<file path="src/rtl/regfile_host_arbiter.sv">
// Shares the regfile write port and read port B between the core and the host debug agent.
// Optional REGFILE_HOST_X0_ERR_EN: host writes to x0 are dropped and flagged on host_err.
//
// state  | meaning
// IDLE   | core owns both regfile ports; waiting for a host request
// ARB    | host request pending; granted when the core leaves the ports free
// FORCE  | starvation limit reached; core stalled, host access performed
// RDWAIT | host read in flight; port B held on the host address, core stalled
module regfile_host_arbiter #(
  parameter int STARVE_LIMIT = 8,
  parameter int CNT_W        = 4
) (
  input  logic        clk,
  input  logic        reset_n,
  input  logic        core_write,
  input  logic [4:0]  core_wrAddr,
  input  logic [31:0] core_wrData,
  input  logic [4:0]  core_rdAddrB,
  output logic [31:0] core_rdDataB,
  output logic        core_stall,
  input  logic        host_req,
  input  logic        host_we,
  input  logic [4:0]  host_addr,
  input  logic [31:0] host_wdata,
  output logic        host_gnt,
  output logic        host_rvalid,
  output logic [31:0] host_rdata,
`ifdef REGFILE_HOST_X0_ERR_EN
  output logic        host_err,
`endif
  output logic        rf_write,
  output logic [4:0]  rf_wrAddr,
  output logic [31:0] rf_wrData,
  output logic [4:0]  rf_rdAddrB,
  input  logic [31:0] rf_rdDataB
);

  typedef enum logic [1:0] {
    IDLE   = 2'd0,
    ARB    = 2'd1,
    FORCE  = 2'd2,
    RDWAIT = 2'd3
  } arbState_t;

  localparam logic [CNT_W-1:0] LIMIT = CNT_W'(STARVE_LIMIT);

  arbState_t        state, nextState;
  logic [CNT_W-1:0] starveCnt, nextCnt;
  logic             grant;
  logic             stallReq;
  logic             hostPath;
  logic             hostWrEn;
  logic [4:0]       rdAddrQ;

  always_ff @(posedge clk) begin
    if (!reset_n) begin
      state     <= IDLE;
      starveCnt <= '0;
    end else begin
      state     <= nextState;
      starveCnt <= nextCnt;
    end
  end

  always_comb begin
    nextState = state;
    nextCnt   = starveCnt;
    grant     = 1'b0;
    stallReq  = 1'b0;
    case (state)
      IDLE: begin
        if (host_req) nextState = ARB;
      end
      ARB: begin
        if (!host_req) begin
          // protocol violation: abandon the request rather than hang
          nextState = IDLE;
          nextCnt   = '0;
        end else if (!core_write) begin
          grant     = 1'b1;
          nextCnt   = '0;
          nextState = host_we ? IDLE : RDWAIT;
        end else begin
          nextCnt = (starveCnt == LIMIT) ? starveCnt : starveCnt + CNT_W'(1);
          if (nextCnt == LIMIT) nextState = FORCE;
        end
      end
      FORCE: begin
        stallReq = 1'b1;
        nextCnt  = '0;
        if (host_req) begin
          grant     = 1'b1;
          nextState = host_we ? IDLE : RDWAIT;
        end else begin
          nextState = IDLE;
        end
      end
      RDWAIT: begin
        stallReq  = 1'b1;
        nextState = IDLE;
      end
      default: nextState = IDLE;
    endcase
  end

  // Reset aborts any host access combinationally so the core regains the ports at once.
  assign host_gnt   = grant & reset_n;
  assign core_stall = stallReq & reset_n;
  assign hostPath   = reset_n & (grant | (state == RDWAIT));

`ifdef REGFILE_HOST_X0_ERR_EN
  assign hostWrEn = grant & host_we & (host_addr != 5'd0);
  assign host_err = host_gnt & host_we & (host_addr == 5'd0);
`else
  assign hostWrEn = grant & host_we;
`endif

  assign rf_write     = hostPath ? hostWrEn : (core_write & ~core_stall);
  assign rf_wrAddr    = hostPath ? host_addr : core_wrAddr;
  assign rf_wrData    = hostPath ? host_wdata : core_wrData;
  assign rf_rdAddrB   = hostPath ? ((state == RDWAIT) ? rdAddrQ : host_addr) : core_rdAddrB;
  assign core_rdDataB = rf_rdDataB;

  // The host may change host_addr after the grant, so the read address is latched.
  always_ff @(posedge clk) begin
    if (!reset_n) begin
      rdAddrQ     <= '0;
      host_rvalid <= 1'b0;
      host_rdata  <= '0;
    end else begin
      if (grant) rdAddrQ <= host_addr;
      host_rvalid <= (state == RDWAIT);
      if (state == RDWAIT) host_rdata <= rf_rdDataB;
    end
  end

endmodule

</file>
<file path="config.mk">
export PLATFORM = sky130hd
export DESIGN_NAME = regfile_host_arbiter
export DESIGN_NICKNAME = d
export VERILOG_FILES = /design/src/rtl/regfile_host_arbiter.sv
export SDC_FILE = /design/constraint.sdc
export NUM_CORES = 1
export LEC_CHECK = 0
export ABC_AREA = 0
export BUFFER_PORTS_ARGS = -buffer_cell sky130_fd_sc_hd__buf_2
export CORE_AREA = 2 2 88 90
export CTS_CLUSTER_SIZE = 10
export DETAILED_ROUTE_END_ITERATION = 12
export DIE_AREA = 0 0 90 92
export PLACE_DENSITY = 0.85
export SLEW_MARGIN = 30
export SYNTH_ARGS = -nofsm -noshare
export SYNTH_HDL_FRONTEND = slang
export SYNTH_SLANG_ARGS = --single-unit
</file>
<file path="constraint.sdc">
create_clock -name clk -period 2.6 [get_ports clk]
set_input_delay 0 -clock clk [delete_from_list [all_inputs] [get_ports clk]]
set_output_delay 0 -clock clk [all_outputs]
set_load 0.01 [all_outputs]
</file>
==> impl_metrics.toml, run 1 <==
[grt]
grt_use_total_pct = 18.6
grt-busiest-layer = "met2"
grt-ovfl-total = 0
use_met3_pct = 4.19
grt_pass1_wl_microns = 12800
grtUsageMet2_pct = 37.6
antenna_found_initial = 0
gr-usage-met1_pct = 19.3
grt_pass1_vias = 2748
grt_max_degree = 36

[clock_network]
cts_tree = "built"
clkLatencyLatePin_ps = 290
clk_path_buf_depth = 2
root_buffer = "clkbuf_8"
numClockSinks = 44
clk_pin_slew_ps = 80
numCtsBuffers = 5
h-tree-depth = 2
cts_resized = 0

[timing]
slew_headroom_pct = 57.4
fin_worst_skew_ps = 9.02
tightest_slew_ps = 638
finalHoldViolCount = 0
drv_slew = 0
final.min_clock_period_ps = 2350
fin_setup_tns_ps = 0
rsz0062_at_grt = "false"
fmax_mhz = 425
post-route-period-util_pct = 90.5
setup_slack_ps = 246
final-setup-viol-count = 0

[critical_path]
r2r_start = "state[0]"
required_ps = 2600
cp_data_arrival_time_ps = 2350
ff2ff_setup_slack_ps = 810
r2r_end = "starveCnt[0]"
endpoint = "rf_wrAddr[4]"
crit_path_end_kind = "output pin"
path_cells = "inv_1, ha_1, nor2b_2, o211a_4, o21ai_4, buf_4, mux2_2, buf_2"
cp.depth = 8
slowest_delay_ps = 380
crit_buf_inv = 3
r2r_cells = 5
crit_slowest_cell = "dfxtp_1"
crit_type = "flop to output pin"
critPathLaunchType = "flop"
cp_max_fo = 11
cp_top_family = "compound AO/OA/AOI/OAI gates"
worstSetupStartpoint = "state[1]"

[power]
internal-power_w = 0.00127
pwr-share-comb_pct = 26.0
ir_drop_mv = 0.202
powerDensity_mw_per_mm2 = 399
p_clk_share_pct = 33.1
swShare_pct = 25.1
p_sw_w = 0.000424
power_leakage_nw = 2.13
p_seq_share_pct = 40.9

[floorplan]
start_util_pct = 38.4
die_h_microns = 92
die_w_microns = 90
io_pins = 226
rows = 32
dieArea_sq_mm = 0.00828
core_area_sq_mm = 0.00745

[placed_design]
gp_congestion = 0.777
dp_hpwl_microns = 6140
dp_slack_ps = 362
port-buffer-count = 225

[flow_run]
max-cap-violations = 0

[synth]
synthFlopType = "dfxtp_1"
syn_inst = 274
ys_types = 36
ys_seq_elements = 44
mappedNetlistNets = 397
yosysSeqAreaShare_pct = 30.8
syn_area_per_cell_sq_um = 10.4
synth_area_sq_mm = 0.00286
async_flop_share_pct = 0
yosys_warnings = 0
synth_edf_count = 0

[drt]
viasPerCell = 4.69
dr_total_vias = 2802
firstDrtPassIters = 4
drt_iter0_drc = 54
routed_wl_microns = 8340
drcViolationCount = 0
wl_per_cell_microns = 14.0
drtAntennaViolNets = 0

[layout]
final_cell_mix = "225 x buf_2, 44 x dfxtp_1, 39 x mux2i_1, 39 x nor2b_1, 30 x mux2_4"
drive_above_1_share_pct = 56.8
areaGrowthSynthToFinish_pct = 48.5
layout_commonest_cell = "buf_2"
diodes = 0
final_nets = 617

[run_status]
status = "complete, no violations"

[worst_hold_path]
min_path_type = "input pin to flop"
## area by class of cell
| type | instances | area (sq um) |
|---|---|---|
| repair buffers | 259 | 1460 |
| well taps | 102 | 128 |
| multi-input cells | 173 | 1610 |
| inverters | 11 | 41.3 |
| clock buffers | 7 | 96.3 |
| clock inverters | 1 | 30.0 |
| fillers | 653 | 3200 |
| flip-flops and latches | 44 | 881 |
## flip-flops by register name, summed over array words and instances, names as in the netlist
name,flops
host_rdata,32
rdAddrQ,5
starveCnt,4
state,2
host_rvalid,1
## tightest hold or removal path: cells and delay by family
kind,cells,cell delay (ps)
mux,1,60
buf+inv,1,80
simple gates,1,110
## layer usage
layer / vias up / part of all wire [%]
met1: 1304 / 36
met3: 6 / 7.5
met2: 132 / 56
met5: - / 0
met4: 0 / 0.53
li1: 1360 / -
## worst min-delay path by stage
stage | start | endpoint | slack [ps] | cells past startpoint
after detailed placement | rf_rdDataB[28] | core_rdDataB[28] | 200 | 2
after global routing | rf_rdDataB[9] | host_rdata[9] | 9 | 3
after global placement | rf_rdDataB[1] | core_rdDataB[1] | 200 | 2
after CTS | host_addr[1] | rdAddrQ[1] | 3 | 3
after floorplan | rf_rdDataB[0] | core_rdDataB[0] | 90 | 1
final | rf_rdDataB[28] | host_rdata[28] | 9 | 3
## power by group through the flow
stage	logic, W	registers [W]	clock network (W)
finish	0.000441	0.000692	0.000560
global route	0.000475	0.000694	0.000604
CTS	0.000437	0.000692	0.000580
detailed placement	0.000404	0.000708	0
global placement	0.000397	0.000707	0
floorplan	0.000251	0.000708	0
## kinds of logic (layout without fill, tap and decap cells)
kind of cell	count (synthesis)	count (layout)	share of synthesized area (%)
muxes	76	76	32.1
buffers and inverters	57	278	13.1
and+or+nand+nor	52	52	11.0
DFF	44	44	30.8
AOI/OAI and AO/OA	37	37	9.66
adders and majority gates	7	7	3.06
xor gates and xnor gates	1	1	0.306
## timing repair
action / CTS / global route
endpoints found under the setup margin: 0 / 29
hold buffers: 28 / 0
endpoints found under the hold margin: 28 / 0
buffers inserted: 0 / 1
## Yosys cell counts, types with 6 or more instances
cell type  number  area (sq um)
buf_4          32           240
clkbuf_1        6          22.5
dfxtp_1        44           881
ha_1            7          87.6
inv_1          11          41.3
mux2_2          7          78.8
mux2_4         30           450
mux2i_1        39           390
nand2_1         6          22.5
nor2b_1        39           244
o22ai_1        12          75.1
## through the flow
stage               instances  power, W  hold slack [ps]  util [%]  area [sq um]
finish                    597   0.00169             8.74      57.1          4250
global route              597   0.00177             9.37      57.1          4250
CTS                       596   0.00171             3.20      57.0          4240
detailed placement        560   0.00111              200      51.5          3830
global placement          560   0.00110              199      51.5          3830
floorplan                 274  0.000959             91.8         -          2860
Note: power is estimated with default switching activity, not from simulation.
==> run 2, diff against run 1 <==
==> constraint.sdc (replaced) <==
create_clock -name clk -period 2.6 [get_ports clk]
set_input_delay 0.26 -clock clk [delete_from_list [all_inputs] [get_ports clk]]
set_output_delay 0.26 -clock clk [all_outputs]
set_load 0.01 [all_outputs]
==> impl_metrics.toml, run 2 (same netlist as run 1, synthesis figures left out) <==
[power]
ir_drop_mv = 0.238
power_leakage_nw = 2.06
p_total_w = 0.00168
powerDensity_mw_per_mm2 = 413

[clock_network]
hold_buffers = 0
numCtsBuffers = 5
clk_pin_slew_ps = 80
clk_path_buf_depth = 2
h-tree-depth = 2
clkLatencyLatePin_ps = 280
cts_tree = "built"
root_buffer = "clkbuf_8"
numClockSinks = 44

[timing]
final-setup-viol-count = 0
fmax_mhz = 396
drv_slew = 0
fin_worst_skew_ps = 2.94
tightest_slew_ps = 640
fin_setup_tns_ps = 0
post-route-period-util_pct = 97.0
slew_headroom_pct = 57.3
final.min_clock_period_ps = 2520
finalHoldViolCount = 0

[layout]
areaGrowthSynthToFinish_pct = 42.0
instances_no_fill = 576
diodes = 0
final_nets = 596
regMostFlops = "host_rdata"
final_cell_mix = "225 x buf_2, 42 x dfxtp_1, 39 x mux2i_1, 39 x nor2b_1, 30 x mux2_4"
largest_reg_flops = 32
drive_above_1_share_pct = 61.8
fin_util_pct = 54.6
final_area_sq_mm = 0.00406
nFillCells = 688
layout_commonest_cell = "buf_2"
top_regs = "host_rdata x32, rdAddrQ x5, starveCnt x4"

[floorplan]
io_pins = 226
rows = 32
start_util_pct = 38.4
core_area_sq_mm = 0.00745
die_h_microns = 92
dieArea_sq_mm = 0.00828
die_w_microns = 90

[placed_design]
dpl.cell_count = 562
port-buffer-count = 225
dp_hpwl_microns = 6790
post_dp_cell_area_sq_mm = 0.00385
gp_congestion = 0.790

[run_status]
status = "complete, no violations"

[drt]
routed_wl_microns = 8460
drt_iter0_drc = 85
viasPerCell = 4.81
drcViolationCount = 0
dr_total_vias = 2769
firstDrtPassIters = 4
drtAntennaViolNets = 0
wl_per_cell_microns = 14.7

[critical_path]
critPathLaunchType = "flop"
crit_type = "flop to output pin"
cp_data_arrival_time_ps = 2260
cp_max_fo = 12
r2r_cells = 5
r2r_end = "starveCnt[0]"
ff2ff_setup_slack_ps = 850
required_ps = 2340
r2r_start = "state[0]"
crit_path_end_kind = "output pin"

[flow_run]
max-cap-violations = 0

[worst_hold_path]
min_path_type = "input pin to flop"
holdPathEnd = "host_rdata[21]"
holdPathStages = 3
min_from = "rf_rdDataB[21]"

[grt]
antenna_found_initial = 0
grt_pass1_vias = 2603
grt-ovfl-total = 0
grt_pass1_wl_microns = 12800
grt_use_total_pct = 18.8
grt_max_degree = 29
-- run 2: changes by cell type in the layout (fill, tap and decap cells not counted) --
cell           change
buf_12             +1
dfxtp_1            -2
ha_2               +3
dlygate4sd3_1     -28
buf_4              +5
ha_1               -3
dfxtp_2            +2
buf_16             +1
-- run 2: repair_timing --
action,in CTS,in global routing
cloned,1,0
gates resized for setup,3,3
buffers inserted,4,1
endpoints found under the setup margin,33,40
pin swaps,1,1
-- run 2: metrics by stage --
step,hold slack (ps),setup WS (ps)
3_5_place_dp,501,182
6_report,244,77.3
2_1_floorplan,429,512
3_3_place_gp,483,283
4_1_cts,230,37.1
5_1_grt,241,-2.76
-- run 2: worst max-delay path, stage by stage, from the launching register on --
cell and delay, ps:
dfxtp_2 360, inv_1 80, ha_2 190, nor2b_2 170
o211a_4 240, o21ai_4 170, buf_12 140, buf_12 150
mux2_4 310, buf_2 150
-- run 2: routing by layer --
layer  up-vias  global-route usage, %  part of all wire (%)
li1       1323                      -                     -
met1      1287                   19.4                    35
met2       149                   37.9                    56
met3        10                   4.35                   7.4
met4         0                   4.62                   1.1
met5         -                      0                     0
-- run 2: how the worst max path moves through the flow --
stage | depth (start not counted) | start | end
global placement | 8 | state[1] | rf_wrData[3]
CTS | 9 | state[1] | rf_wrData[21]
finish | 9 | state[1] | rf_wrData[21]
global route | 7 | state[1] | rf_rdAddrB[0]
floorplan | 7 | state[1] | rf_wrData[10]
detailed placement | 8 | state[1] | rf_wrData[21]
-- run 2: area by class of cell --
cell class	instances	area, sq um	share of cell area (%)
clock buffers	7	96.3	2.37
clock inverters	1	30.0	0.739
inverters	11	41.3	1.02
multi-input cells	173	1620	39.8
flip-flops and latches	44	883	21.7
well taps	102	128	3.14
repair buffers	238	1270	31.2
-- run 2: power breakdown --
group	switching, W	internal (W)	total (W)	leakage, nW
combinational	0.000195	0.000228	0.000423	1.64
sequential	0.00000982	0.000685	0.000694	0.355
clock	0.000223	0.000339	0.000562	0.0645
